==> src/rtl/gshare_pattern_history_table_pkg.sv <==
`default_nettype none
// ============================================================================
// Module   : gshare_pkg
// Purpose  : Shared types and helpers for the gshare pattern history table.
// Revision : 1.0  initial release
// ============================================================================
package gshare_pkg;

    typedef enum logic [1:0] {
        STRONG_NT = 2'b00,
        WEAK_NT   = 2'b01,
        WEAK_T    = 2'b10,
        STRONG_T  = 2'b11
    } pht_counter_t;

    localparam pht_counter_t PHT_RESET_STATE = WEAK_NT;

    // Two-bit saturating counter step toward the resolved outcome.
    function automatic pht_counter_t next_counter(input pht_counter_t cur, input logic taken);
        pht_counter_t nxt;
        nxt = cur;
        case (cur)
            STRONG_NT: nxt = taken ? WEAK_NT  : STRONG_NT;
            WEAK_NT:   nxt = taken ? WEAK_T   : STRONG_NT;
            WEAK_T:    nxt = taken ? STRONG_T : WEAK_NT;
            STRONG_T:  nxt = taken ? STRONG_T : WEAK_T;
            default:   nxt = PHT_RESET_STATE;
        endcase
        return nxt;
    endfunction

endpackage
`default_nettype wire

==> src/rtl/gshare_pattern_history_table.sv <==
`default_nettype none
// ============================================================================
// Module   : gshare_pattern_history_table
// Purpose  : PC^GHR indexed table of 2-bit counters with speculative history.
// Revision : 1.0  initial release
// ============================================================================
module gshare_pattern_history_table
    import gshare_pkg::*;
#(
    parameter int XLEN           = 32,
    parameter int PHT_INDEX_BITS = 6,
    parameter int GHR_BITS       = 6
) (
    input  logic                      clk,
    input  logic                      reset_n,
    input  logic                      lookup_valid,
    input  logic [XLEN-1:0]           lookup_pc,
    output logic                      predict_taken,
    output logic [PHT_INDEX_BITS-1:0] predict_index,
    output logic [GHR_BITS-1:0]       predict_ghr,
    input  logic                      update_valid,
    input  logic [PHT_INDEX_BITS-1:0] update_index,
    input  logic                      update_taken,
    input  logic                      update_mispredict,
    input  logic [GHR_BITS-1:0]       update_ghr,
    output logic [GHR_BITS-1:0]       ghr
);

    localparam int PHT_ENTRIES = 1 << PHT_INDEX_BITS;

    generate
        if (GHR_BITS > PHT_INDEX_BITS) begin : g_bad_ghr_width
            $error("GHR_BITS must not exceed PHT_INDEX_BITS");
        end
    endgenerate

    pht_counter_t              pht_q [PHT_ENTRIES];
    pht_counter_t              pht_d [PHT_ENTRIES];
    logic [GHR_BITS-1:0]       ghr_q;
    logic [GHR_BITS-1:0]       ghr_d;
    logic [PHT_INDEX_BITS-1:0] ghr_ext;
    logic [PHT_INDEX_BITS-1:0] lookup_index;

    logic unused_bits;
    assign unused_bits = ^{lookup_pc[XLEN-1:PHT_INDEX_BITS+2], lookup_pc[1:0],
                           update_ghr[GHR_BITS-1]};

    // A short history only folds into the low index bits.
    always_comb begin
        ghr_ext                 = '0;
        ghr_ext[GHR_BITS-1:0]   = ghr_q;
        lookup_index            = lookup_pc[PHT_INDEX_BITS+1:2] ^ ghr_ext;
    end

    assign predict_index = lookup_index;
    assign predict_taken = pht_q[lookup_index][1];
    assign predict_ghr   = ghr_q;
    assign ghr           = ghr_q;

    always_comb begin
        pht_d = pht_q;
        if (update_valid) begin
            pht_d[update_index] = next_counter(pht_q[update_index], update_taken);
        end
    end

    // Recovery overrides the speculative shift: a same-cycle lookup is wrong-path.
    always_comb begin
        ghr_d = ghr_q;
        if (update_valid && update_mispredict) begin
            ghr_d = {update_ghr[GHR_BITS-2:0], update_taken};
        end else if (lookup_valid) begin
            ghr_d = {ghr_q[GHR_BITS-2:0], predict_taken};
        end
    end

    always_ff @(posedge clk or negedge reset_n) begin
        if (!reset_n) begin
            for (int i = 0; i < PHT_ENTRIES; i++) begin
                pht_q[i] <= PHT_RESET_STATE;
            end
            ghr_q <= '0;
        end else begin
            pht_q <= pht_d;
            ghr_q <= ghr_d;
        end
    end

endmodule
`default_nettype wire

==> config.mk <==
export PLATFORM = sky130hd
export DESIGN_NAME = gshare_pattern_history_table
export DESIGN_NICKNAME = d
export VERILOG_FILES = /design/src/rtl/gshare_pattern_history_table_pkg.sv /design/src/rtl/gshare_pattern_history_table.sv
export SDC_FILE = /design/constraint.sdc
export NUM_CORES = 1
export LEC_CHECK = 0
export CAP_MARGIN = 5
export CELL_PAD_IN_SITES_DETAIL_PLACEMENT = 2
export CELL_PAD_IN_SITES_GLOBAL_PLACEMENT = 2
export CORE_UTILIZATION = 37
export DETAILED_ROUTE_END_ITERATION = 8
export PLACE_DENSITY = 0.87
export RECOVER_POWER = 25
export SLEW_MARGIN = 20
export SYNTH_ARGS = -nofsm -noshare
export SYNTH_HDL_FRONTEND = slang
export SYNTH_SLANG_ARGS = --single-unit
export TNS_END_PERCENT = 100
==> constraint.sdc <==
create_clock -name clk -period 4 [get_ports clk]
set_input_delay 0.8 -clock clk [delete_from_list [all_inputs] [get_ports clk]]
set_output_delay 0.8 -clock clk [all_outputs]
set_load 0.02 [all_outputs]
==> flow_summary.json, run 1 <==
{
  "synth_top_family_by_area": "simple AND/OR/NAND/NOR gates",
  "cap_violations": 2,
  "dp_cells": 1010,
  "final_nets": 828,
  "setup_violations": 1,
  "seqCellArea_um2": 3430,
  "dpl.hpwl_mm": 19.1,
  "ioPinCount": 69,
  "viasPerCell": 6.28,
  "outcome": "finished, violations left",
  "drtAntennaViolNets": 0,
  "first_iter_violations": 657,
  "hold_viol_final": 0,
  "total_power_uw": 4350,
  "violations": "max-capacitance violations, max-slew violations, negative setup slack",
  "dr.pass1.iters": 6,
  "grt_max_degree": 70,
  "fmax_mhz": 246,
  "syn_area_um2": 7210,
  "clock_latency_ns": 0.44,
  "yosys_warnings": 0,
  "grt_antenna_before_repair": 0,
  "path_class": "in2out",
  "first_global_vias": 7398,
  "area_growth_pct": 21.8,
  "grt_usage": 0.325,
  "cts_tree": "yes",
  "min_period_over_period": 1.01,
  "pwr_density_cell_nw_per_um2": 495,
  "r2r_cells": 7,
  "die_width_um": 142,
  "synth_edf_count": 0,
  "synthMuxAreaShare": 0.135,
  "row_count": 50,
  "final.setup.worst_slack_ns": -0.0572,
  "cp.arrival_ns": 3.26,
  "cp_max_fo": 6,
  "grtUsageMet2": 0.553,
  "start_util": 0.381,
  "leakage_uw": 0.00350,
  "clock_sinks": 134,
  "grt_pass1_wl_mm": 47.3,
  "critPathCaptureType": "output pin",
  "clock_path_buffers": 2,
  "top_usage_layer": "met2",
  "wl_per_cell_um": 29.6,
  "synth-seq-cells": 134,
  "synth_compound_area_frac": 0.165,
  "grt-ovfl-total": 0,
  "synthesis.nets": 763,
  "fin_crit_ns": 4.06,
  "io_buffers": 41,
  "synthSimpleGateAreaFrac": 0.165,
  "crit_path_start_kind": "primary input",
  "drc_errors": 0,
  "finalNonFillerCells": 1051,
  "drive_gt1_frac": 0.303,
  "ys.flop_type": "dfrtp_1",
  "syn_inst": 713,
  "root_buffer": "clkbuf_16",
  "place.gp.congestion": 0.867,
  "relSlewSlack": -0.227,
  "die_y_um": 142,
  "worst_pin_slew_ns": 1.84,
  "async_reset_ff_frac": 1.00,
  "fillers": 1946,
  "htreeDepth": 4,
  "multiInputGateArea_um2": 3500,
  "worst_clock_skew_ns": 0.0115,
  "hold_depth": 2,
  "synthAdderAreaFrac": 0.00382,
  "vias": 6605,
  "synth_area_per_cell_um2": 10.1,
  "routed_wl_mm": 31.2,
  "fin_area_um2": 8780,
  "synthXorXnorAreaFrac": 0.00833,
  "use_met3": 0.0645,
  "cp.required_ns": 3.20,
  "grt_setup_unrepaired": "true",
  "hp-class": "reg2reg",
  "yosysSeqAreaShare": 0.476,
  "final_util": 0.465,
  "core_um2": 18900,
  "cts_buffers": 17,
  "ir_drop_v": 0.000276,
  "ys_types": 54,
  "dpl_cell_area_um2": 8040,
  "num_antenna_cells": 0,
  "clk_pin_slew_ns": 0.06,
  "die-area_um2": 20000,
  "slew_violations": 137,
  "use_met1": 0.377
}
[synthesized netlist by cell type, types with 4 or more instances]
| master | n | area (um2) |
|---|---|---|
| o21ai_0 | 70 | 350 |
| a221oi_1 | 8 | 70.1 |
| nand3_1 | 11 | 55.1 |
| o21ai_1 | 25 | 125 |
| nor3_1 | 4 | 20.0 |
| o21ai_2 | 36 | 315 |
| mux4_2 | 33 | 743 |
| inv_1 | 9 | 33.8 |
| clkbuf_1 | 14 | 52.6 |
| buf_2 | 13 | 65.1 |
| buf_4 | 9 | 67.6 |
| a22o_1 | 7 | 61.3 |
| nand2_1 | 211 | 792 |
| dfrtp_1 | 70 | 1750 |
| mux2_2 | 8 | 90.1 |
| nor2_1 | 17 | 63.8 |
| mux2i_1 | 14 | 140 |
| dfstp_2 | 64 | 1680 |
| a21oi_1 | 15 | 75.1 |
| nand3b_1 | 10 | 75.1 |
| buf_6 | 10 | 113 |
[where the power goes]
part	internal [uW]	leakage [uW]	switching (uW)	total (uW)
logic	384	0.00158	554	938
clock network	1040	0.000296	620	1660
registers	1590	0.00162	159	1750
[per-layer routing]
| metal | vias to the layer above | part of all wire |
|---|---|---|
| met4 | 0 | 0.058 |
| met5 | - | 0 |
| li1 | 2665 | - |
| met3 | 132 | 0.065 |
| met2 | 375 | 0.50 |
| met1 | 3433 | 0.37 |
[area by class of cell]
type | count | share of cell area
tap | 260 | 0.0371
multi-input combinational | 524 | 0.399
clock inverter | 8 | 0.0137
timing repair buffer | 92 | 0.0998
clock buffer | 24 | 0.0560
sequential | 134 | 0.391
inverter | 9 | 0.00385
[critical path: stages]
cell	delay (ns)
dlygate4sd2_1	0.28
xnor2_4	0.17
buf_12	0.15
buf_12	0.12
buf_4	0.12
mux4_2	0.49
a22o_1	0.20
a221oi_2	0.29
mux2i_1	0.16
mux2_4	0.31
buf_2	0.17
[cells in the final DEF (no fill, tap or decap), types with 6 or more instances in the layout]
master / synthesis / final
nand3_1: 11 / 11
inv_1: 9 / 9
a22o_1: 7 / 7
nand2_1: 211 / 211
a21oi_1: 15 / 15
nand3b_1: 10 / 10
dfstp_2: 64 / 64
mux2i_1: 14 / 14
dfrtp_1: 70 / 70
mux2_2: 8 / 7
nor2_1: 17 / 17
o21ai_0: 70 / 70
buf_12: 0 / 6
buf_4: 9 / 42
o21ai_1: 25 / 25
clkdlybuf4s50_1: 0 / 35
clkbuf_16: 0 / 17
o21ai_2: 36 / 36
mux4_2: 33 / 33
[logic make-up after synthesis]
family,Yosys count
compound gates,183
flops,134
xor+xnor,6
simple gates,277
mux,55
buf+inv,56
fa+ha+maj,2
[registers in the layout (all words and copies together) (netlist names)]
register  flops
ghr           6
pht_q       128
[metrics by stage]
stage / setup TNS, ns / setup WS, ns / hold slack, ns
final: -0.0572 / -0.0572 / 0.471
after global routing: -0.109 / -0.109 / 0.492
after CTS: 0 / 0.0183 / 0.468
after detailed placement: -0.656 / -0.656 / 0.459
after global placement: -0.564 / -0.564 / 0.449
after floorplan: 0 / 0.310 / 0.441
[path summary, 6_finish.rpt]
kind / slack [ns] / start / end
max in group asynchronous: 0.64 / reset_n / pht_q[89]
worst min register to register: 0.47 / pht_q[96] / pht_q[96]
worst min-delay path: 0.47 / pht_q[96] / pht_q[96]
worst max register to register: 0.84 / pht_q[125] / pht_q[29]
min in group asynchronous: 0.78 / reset_n / pht_q[123]
worst max-delay path: -0.06 / lookup_pc[2] / predict_taken
[timing repair]
item	4_1_cts	5_1_grt
gates cloned	1	1
resized for setup	9	4
setup endpoints to repair	1	2
pin swaps	1	3
setup buffers	5	2
hold endpoints to repair	0	0
hold buffers	0	0
Power figures use the tool's default switching activity.
==> inputs of run 2 (changes only) <==
RECOVER_POWER = 100   (was 25)
==> run 2 against run 1 <==
Net effect:
- the run still ends with max-capacitance violations, max-slew violations, negative setup slack left
- sequential share of layout area unchanged
- non-clock buffer count unchanged
- combinational power decreased by 0.7%
- global-route usage unchanged
- final cell count unchanged
- via count about the same
- largest cell class unchanged
==> flow_summary.json, run 2 (synthesis results as in run 1) <==
{
  "htreeDepth": 4,
  "critPathCaptureType": "output pin",
  "worstHoldStart": "pht_q[96]",
  "wl_per_cell_um": 29.6,
  "outcome": "finished, violations left",
  "drive_gt1_frac": 0.303,
  "cp.required_ns": 3.20,
  "fin_crit_ns": 4.05,
  "place.gp.congestion": 0.867,
  "grt_max_degree": 70,
  "ir_drop_v": 0.000277,
  "final_common_cell": "nand2_1",
  "clk_pin_slew_ns": 0.06,
  "r2r_start": "pht_q[81]",
  "power.switching_uw": 1330,
  "dp_cells": 1010,
  "row_count": 50,
  "io_buffers": 41,
  "most-common-layout-cells": "nand2_1 (211), o21ai_0 (70), dfrtp_1 (70)",
  "grt_pass1_wl_mm": 47.3,
  "combinationalPowerShare": 0.214,
  "area_growth_pct": 21.8,
  "seqPwrFrac": 0.402,
  "min_period_over_period": 1.01,
  "viasPerCell": 6.29,
  "dpl_cell_area_um2": 8040,
  "finalNonFillerCells": 1051,
  "core_um2": 18900,
  "dr.pass1.iters": 5,
  "clock_sinks": 134,
  "final_nets": 828,
  "cts_tree": "yes",
  "first_iter_violations": 609,
  "pwr-share-clk": 0.383,
  "violations": "max-capacitance violations, max-slew violations, negative setup slack",
  "slew_violations": 137,
  "worst_clock_skew_ns": 0.0116,
  "cts_buffers": 17,
  "crit_path_start_kind": "primary input",
  "vias": 6610,
  "dpl.hpwl_mm": 19.1,
  "pre_cts_slack_ns": -0.656,
  "final.setup.worst_slack_ns": -0.0474,
  "swShare": 0.306,
  "fmax_mhz": 247,
  "setup_violations": 1,
  "relSlewSlack": -0.233,
  "largest_reg_flops": 128,
  "crit_start": "lookup_pc[2]",
  "num_antenna_cells": 0,
  "postCtsHoldBufs": 0,
  "leakage_uw": 0.00351,
  "start_util": 0.381,
  "clock_latency_ns": 0.44,
  "worst_pin_slew_ns": 1.85,
  "hold_viol_final": 0,
  "ioPinCount": 69,
  "clock_path_buffers": 2,
  "path_class": "in2out",
  "die-area_um2": 20000,
  "root_buffer": "clkbuf_16",
  "die_y_um": 142,
  "drtAntennaViolNets": 0,
  "die_width_um": 142,
  "intPower_uw": 3010,
  "cap_violations": 2,
  "regMostFlops": "pht_q",
  "cp.arrival_ns": 3.25,
  "drc_errors": 0,
  "total_power_uw": 4340,
  "first_global_vias": 7398,
  "pwr_density_cell_nw_per_um2": 495,
  "routed_wl_mm": 31.1,
  "grt_setup_unrepaired": "true",
  "cp_max_fo": 6,
  "grt-ovfl-total": 0,
  "fin_area_um2": 8780,
  "hp-class": "reg2reg",
  "grt_antenna_before_repair": 0,
  "grt_usage": 0.325
}
run 2: cell types whose count changed in the layout (fill, tap and decap cells not counted):
cell / delta
and2_0: +1
dlygate4sd3_1: +11
and2_1: -1
clkdlybuf4s50_1: -11
run 2: what timing repair did:
| item | CTS | global route |
|---|---|---|
| pin swaps | 1 | 3 |
| hold endpoints to repair | 0 | 0 |
| cloned | 1 | 1 |
| setup endpoints to repair | 1 | 2 |
| buffers inserted | 5 | 2 |
| resized for setup | 9 | 4 |
run 2: per-stage QoR:
step                hold slack [ns]  utilization  setup TNS (ns)
detailed placement            0.459        0.426          -0.656
finish                        0.471        0.465         -0.0474
CTS                           0.468        0.463               0
floorplan                     0.441            -               0
global route                  0.492        0.465          -0.109
global placement              0.449        0.426          -0.564
run 2: layer usage:
layer / up-vias / track usage / part of all wire
met5: - / 0 / 0
met4: 0 / 0.204 / 0.060
met3: 138 / 0.0645 / 0.059
met2: 358 / 0.553 / 0.50
met1: 3447 / 0.377 / 0.38
li1: 2667 / - / -
run 2: cell type report:
cell class / instances / area (um2)
clock buffers: 24 / 492
clock inverters: 8 / 120
fillers: 1946 / 10100
inverters: 9 / 33.8
multi-input cells: 524 / 3500
flip-flops and latches: 134 / 3430
well taps: 260 / 325
repair buffers: 92 / 876
run 2: final timing paths:
check,endpoint,slack [ns],cells past startpoint
min in group asynchronous,pht_q[123],0.78,1
setup reg to reg,pht_q[55],0.83,7
hold / removal,pht_q[96],0.47,2
hold reg to reg,pht_q[96],0.47,2
max in group asynchronous,pht_q[73],0.63,2
setup / recovery,predict_taken,-0.05,11
run 2: power by group through the flow:
stage | clock (uW) | sequential, uW | combinational [uW]
2_1_floorplan | 0 | 1690 | 520
3_3_place_gp | 0 | 1720 | 775
3_5_place_dp | 0 | 1750 | 837
4_1_cts | 1690 | 1740 | 893
5_1_grt | 1740 | 1760 | 985
6_report | 1660 | 1750 | 931
run 2: worst max-delay path, cell delays in order:
cell,delay (ns)
dlygate4sd2_1,0.28
xnor2_4,0.17
buf_12,0.15
buf_12,0.12
buf_4,0.12
mux4_2,0.49
a22o_1,0.20
a221oi_2,0.29
mux2i_1,0.15
mux2_4,0.30
buf_2,0.17
